### config.mk
export PLATFORM = sky130hd
export DESIGN_NAME = lsu_mem_ctrl
export DESIGN_NICKNAME = d
export VERILOG_FILES = /design/src/rtl/lsu_mem_ctrl.sv
export SDC_FILE = /design/constraint.sdc
export NUM_CORES = 1
export LEC_CHECK = 0
export BUFFER_PORTS_ARGS = -buffer_cell sky130_fd_sc_hd__buf_2
export CORE_AREA = 2 2 119 121
export CTS_BUF_LIST = sky130_fd_sc_hd__clkbuf_2
export CTS_CLUSTER_DIAMETER = 80
export CTS_CLUSTER_SIZE = 24
export DETAILED_ROUTE_END_ITERATION = 8
export DIE_AREA = 0 0 121 123
export PLACE_DENSITY = 0.74
export SYNTH_ARGS = -nofsm -noshare
export SYNTH_HDL_FRONTEND = slang
export SYNTH_SLANG_ARGS = --single-unit
### constraint.sdc
create_clock -name i_clk -period 2.4 [get_ports i_clk]
set_clock_uncertainty 0.2 [all_clocks]
set_input_delay 0.24 -clock i_clk [delete_from_list [all_inputs] [get_ports i_clk]]
set_output_delay 0.24 -clock i_clk [all_outputs]
set_load 0.05 [all_outputs]
### src/rtl/lsu_mem_ctrl.sv
// rtl/lsu_mem_ctrl.sv - memory-stage load/store unit driving the dcache request/response handshake
module lsu_mem_ctrl #(
    parameter int ADDR_WIDTH = 32,
    parameter int WAIT_LIMIT = 255
) (
    input  logic                  i_clk,
    input  logic                  i_rst,
    input  logic                  i_memread,
    input  logic                  i_memwrite,
    input  logic                  i_ls_b,
    input  logic                  i_ls_h,
    input  logic                  i_unsigned,
    input  logic [ADDR_WIDTH-1:0] i_addr,
    input  logic [31:0]           i_wdata,
    output logic                  o_dc_req,
    output logic                  o_dc_we,
    output logic [ADDR_WIDTH-1:0] o_dc_addr,
    output logic [3:0]            o_dc_wstrb,
    output logic [31:0]           o_dc_wdata,
    input  logic                  i_dc_ready,
    input  logic                  i_dc_rvalid,
    input  logic [31:0]           i_dc_rdata,
    output logic [31:0]           o_rdata,
    output logic                  o_rdata_valid,
    output logic                  o_stall,
    output logic                  o_misaligned,
    output logic                  o_bus_err
);

    typedef enum logic [1:0] {S_IDLE, S_REQ, S_WAIT, S_DONE} state_t;

    // WAIT exits on the cycle the counter would reach WAIT_LIMIT
    localparam logic [7:0] LAST_CNT = 8'(WAIT_LIMIT - 1);

    state_t      state, state_nxt;
    logic [7:0]  wait_cnt;
    logic        cap_b, cap_h, cap_u;
    logic [1:0]  cap_off;
    logic        is_b, is_h, op_start, misaligned, start_ok;
    logic [3:0]  st_wstrb;
    logic [31:0] st_wdata, ld_data;
    logic [7:0]  ld_byte;
    logic [15:0] ld_half;

    always_comb begin
        is_b       = i_ls_b;
        is_h       = i_ls_h & ~i_ls_b;
        op_start   = (i_memread | i_memwrite) && (state == S_IDLE);
        misaligned = (is_h & i_addr[0]) | (~is_b & ~is_h & (i_addr[1:0] != 2'b00));
        start_ok   = op_start & ~misaligned;
        o_stall    = ~i_rst & (start_ok | (state == S_REQ) | (state == S_WAIT));
    end

    always_comb begin
        st_wstrb = 4'b1111;
        st_wdata = i_wdata;
        if (is_b) begin
            st_wstrb = 4'b0001 << i_addr[1:0];
            st_wdata = {4{i_wdata[7:0]}};
        end else if (is_h) begin
            st_wstrb = i_addr[1] ? 4'b1100 : 4'b0011;
            st_wdata = {2{i_wdata[15:0]}};
        end
        if (!i_memwrite) st_wstrb = 4'b0000;
    end

    always_comb begin
        ld_byte = i_dc_rdata[{cap_off, 3'b000} +: 8];
        ld_half = i_dc_rdata[{cap_off[1], 4'b0000} +: 16];
        if (cap_b)      ld_data = {{24{ld_byte[7] & ~cap_u}}, ld_byte};
        else if (cap_h) ld_data = {{16{ld_half[15] & ~cap_u}}, ld_half};
        else            ld_data = i_dc_rdata;
    end

    always_comb begin
        state_nxt = state;
        case (state)
            S_IDLE:  if (start_ok) state_nxt = S_REQ;
            S_REQ:   if (i_dc_ready) state_nxt = S_WAIT;
            S_WAIT:  if (i_dc_rvalid || wait_cnt == LAST_CNT) state_nxt = S_DONE;
            default: state_nxt = S_IDLE;
        endcase
    end

    always_ff @(posedge i_clk) begin
        if (i_rst) state <= S_IDLE;
        else       state <= state_nxt;
    end

    always_ff @(posedge i_clk) begin
        if (i_rst) begin
            wait_cnt      <= 8'd0;
            o_dc_req      <= 1'b0;
            o_dc_we       <= 1'b0;
            o_dc_addr     <= '0;
            o_dc_wstrb    <= 4'b0000;
            o_dc_wdata    <= 32'd0;
            o_rdata       <= 32'd0;
            o_rdata_valid <= 1'b0;
            o_misaligned  <= 1'b0;
            o_bus_err     <= 1'b0;
            cap_b         <= 1'b0;
            cap_h         <= 1'b0;
            cap_u         <= 1'b0;
            cap_off       <= 2'b00;
        end else begin
            o_rdata_valid <= 1'b0;
            o_misaligned  <= 1'b0;
            o_bus_err     <= 1'b0;
            case (state)
                S_IDLE: begin
                    if (op_start && misaligned) begin
                        o_misaligned <= 1'b1;
                    end else if (start_ok) begin
                        o_dc_req   <= 1'b1;
                        o_dc_we    <= i_memwrite;
                        o_dc_addr  <= {i_addr[ADDR_WIDTH-1:2], 2'b00};
                        o_dc_wstrb <= st_wstrb;
                        o_dc_wdata <= st_wdata;
                        cap_b      <= is_b;
                        cap_h      <= is_h;
                        cap_u      <= i_unsigned;
                        cap_off    <= i_addr[1:0];
                    end
                end
                S_REQ: begin
                    if (i_dc_ready) begin
                        o_dc_req <= 1'b0;
                        wait_cnt <= 8'd0;
                    end
                end
                S_WAIT: begin
                    // o_dc_we stays valid through the access, so it doubles as the store flag
                    if (i_dc_rvalid) begin
                        if (!o_dc_we) o_rdata <= ld_data;
                        o_rdata_valid <= ~o_dc_we;
                    end else if (wait_cnt == LAST_CNT) begin
                        o_bus_err     <= 1'b1;
                        o_rdata_valid <= ~o_dc_we;
                        if (!o_dc_we) o_rdata <= 32'd0;
                    end else begin
                        wait_cnt <= wait_cnt + 8'd1;
                    end
                end
                default: ;
            endcase
        end
    end

endmodule

==> results.md <==
* Status: completed
* Post-Synthesis Cell Area at 0.00519 mm^2
* Cell leakage power at 0.00357 uW
* Post-synthesis compound-gate area fraction at 22.2%
* Main combinational cell family by area after synthesis: compound AO/OA/AOI/OAI gates
* Vias in the first global route at 5766
* DRC at 0
* Xor/xnor share of the synthesized area at 0.506%
* Ys async rst share at 0%
* P per Cell Area at 917 mW/mm^2
* HP Start: i_addr[15]
* Setup ws final at 98.2 ps
* FF-to-FF Start: state[1]
* Maximum clock path buffer count at 2
* Share of layout cells above drive strength 1 at 30.6%
* Final Hold Fails at 0
* Post-route clock period utilization at 95.9%
* Sequential area share after synthesis at 45.5%
* Max cap viols at 0
* Ranking of synthesized cells by instance count: 123 x nand2_1, 118 x dfxtp_1, 76 x a21oi_1, 32 x nor2_1, 27 x mux2i_1
* Synth unique cells at 52
* DR iter-0 viols at 296
* Final wirelength at 17900 um
* Final Wtd Congestion at 0.849
* Data arrival, critical path at 1860 ps
* Place WS at 27.5 ps
* Largest cells by area after synthesis: dfxtp_1 45%, nand2_1 8.9%, a21oi_1 7.3%, mux2i_1 5.2%, o2bb2ai_1 4.0%
* Synth top area share at 45.5%
* Sequential Power Share at 34.4%
* RSZ-0062 raised after global routing: true
* Initial Util at 38.2%
* Chip Width at 121 um
* Total GRT Usage at 24.1%
* Top_reg_cell synth: dfxtp_1
* Rows at 43
* Worst-path clk slew at 200 ps
* Per-cell routed wire length at 16.2 um
* Highest net fanout along the worst path at 4
* Post-synth top area cell: dfxtp_1
* Worst Hold Class: input pin to flip-flop
* Number of synthesized register bits at 118
* Internal power at 3950 uW
* Number of synthesized flops with an enable pin at 0
* Worst EP required at 1960 ps
* Psw at 3310 uW
* Area growth syn-to-layout at 52.3%
* Yosys warnings at 0
* Setup crit start kind: flip-flop
* Fmax at 434 MHz
* CORE AREA at 0.0136 mm^2
* Post-synthesis mux area share at 8.89%
* Comb pwr share at 47.0%
* Setup TNS at 0 ps
* Worst reg2reg setup slack at 110 ps
* CTS root buf: clkbuf_2
* CTS Buf Count at 17
* Post-DP HPWL at 11100 um
* First-pass DRT Iterations at 4
* Die area at 0.0149 mm^2
* Net Sw Frac at 45.6%
* Chip Height at 123 um
* IO Port Bufs at 208
* Hold Path Depth at 4
* Post-synthesis cell count at 594
* Sink Count at 118
* Final Max Tran Viols at 0
* Clock share of power at 18.6%
* CTS tree: built
* Via density at 5.15
* Largest net degree at the start of global routing at 66
* CTS H-Tree Depth at 4
* Reg-to-Reg End: o_dc_wdata[9]
* Hold EP: o_dc_addr[15]
* Clock latency on the worst-skew pair at 670 ps
* Worst Reg-to-Reg Cells at 9
* Final setup viols at 0
* Simple-gate share of the synthesized area at 16.2%
* First-pass GRT wire length at 28300 um
* Nets at 1023
* Top-count cell post-synth: nand2_1
* Initial antenna violation count at 1
* Max_slew headroom at 56.7%
* Period minus WS final at 2300 ps
* Antenna viol nets, final at 0
* Tightest Pin Transition at 647 ps
* I/O pins at 211
* Kind of critical path: flip-flop to primary output
* Fillers at 1128
* Worst Setup End Kind: primary output
* Worst IR drop on VDD at 0.000541 V
* Via total after detailed routing at 5699
* Adder-Cell Fraction of Synth Area at 1.45%
* Gr ovfl total at 0
* Syn_area_per_cell at 8.74 um^2
critical path, cell delays in order (launching register included):
cell,delay [ps]
dfxtp_2,380
inv_2,80
ha_4,140
o21a_1,160
nand2_2,90
a21oi_2,170
buf_6,180
cell usage in the layout (no fill, tap or decap), types with 4 or more instances in the layout:
cell           count
nor2_1            32
buf_2            207
mux2i_1           27
and3_1             8
o2bb2ai_1         24
dlygate4sd3_1    118
clkbuf_2          17
clkinv_1           4
inv_1              7
o211ai_1           8
nor3_1             4
buf_4             19
a211oi_1          17
clkinv_2           4
dfxtp_1          116
nand2_1          123
a21oi_1           75
mux4_2             8
a22o_1             8
a311oi_1           8
o21ai_0           20
ha_1               5
through the flow:
step | cell area, um^2 | hold slack [ps] | utilization, % | total power [uW] | instances
floorplan | 5200 | 176 | - | 4830 | 595
global placement | 6400 | 237 | 47.0 | 5560 | 951
detailed placement | 6400 | 242 | 47.0 | 5580 | 951
CTS | 7870 | 24.1 | 57.8 | 7200 | 1103
global route | 7910 | 64.0 | 58.1 | 7670 | 1106
finish | 7910 | 110 | 58.1 | 7260 | 1106
registers in the layout, indices dropped and copies added, names as in the netlist, 2 cells and up:
name / count
o_dc_wdata: 32
o_rdata: 32
o_dc_addr: 30
wait_cnt: 8
o_dc_wstrb: 4
cap_off: 2
state: 2
metal layers:
metal / share of wire (%) / track usage (%)
met5: 0 / 0
met4: 3.7 / 12.7
met3: 8.6 / 7.33
met2: 48 / 40.2
met1: 40 / 27.9
how the worst max path moves through the flow:
stage                     slack, ps           start          end
final                           100        state[1]      o_stall
after global routing            -50        state[0]      o_stall
after CTS                        20      cap_off[1]  o_rdata[24]
after detailed placement         30      cap_off[1]  o_rdata[24]
after global placement          130  i_dc_rdata[31]   o_rdata[8]
after floorplan                 110        state[0]      o_stall
layout make-up:
| class | instances | area (um^2) | share of cell area, % |
|---|---|---|---|
| Sequential cell | 118 | 2360 | 29.9 |
| Timing Repair Buffer | 348 | 2430 | 30.7 |
| Clock buffer | 17 | 85.1 | 1.08 |
| Inverter | 10 | 40.0 | 0.506 |
| Clock inverter | 15 | 163 | 2.06 |
| Tap cell | 180 | 225 | 2.85 |
| Antenna cell | 1 | 2.50 | 0.0316 |
| Multi-Input combinational cell | 417 | 2600 | 32.9 |
power by group through the flow:
stage | sequential, uW | clock (uW) | combinational (uW)
after floorplan | 3600 | 0 | 1240
after global placement | 2510 | 0 | 3040
after detailed placement | 2530 | 0 | 3060
after CTS | 2490 | 1410 | 3310
after global routing | 2540 | 1480 | 3650
final | 2500 | 1350 | 3410
logic make-up after synthesis:
logic type / after synthesis
XOR/XNOR: 3
buffers and inverters: 60
other: 1
flip-flops: 118
adder cells (fa/ha/maj): 6
AO/OA/AOI/OAI: 176
AND/OR/NAND/NOR: 194
multiplexers: 36
timing repair:
| action | in CTS | in global routing |
|---|---|---|
| gates resized for setup | 9 | 6 |
| endpoints found under the hold margin | 118 | 0 |
| setup buffers | 2 | 2 |
| endpoints found under the setup margin | 2 | 26 |
| pin swaps | 1 | 2 |
| hold buffers | 118 | 0 |
| cloned | 0 | 0 |
Note: power is estimated with default switching activity, not from simulation.
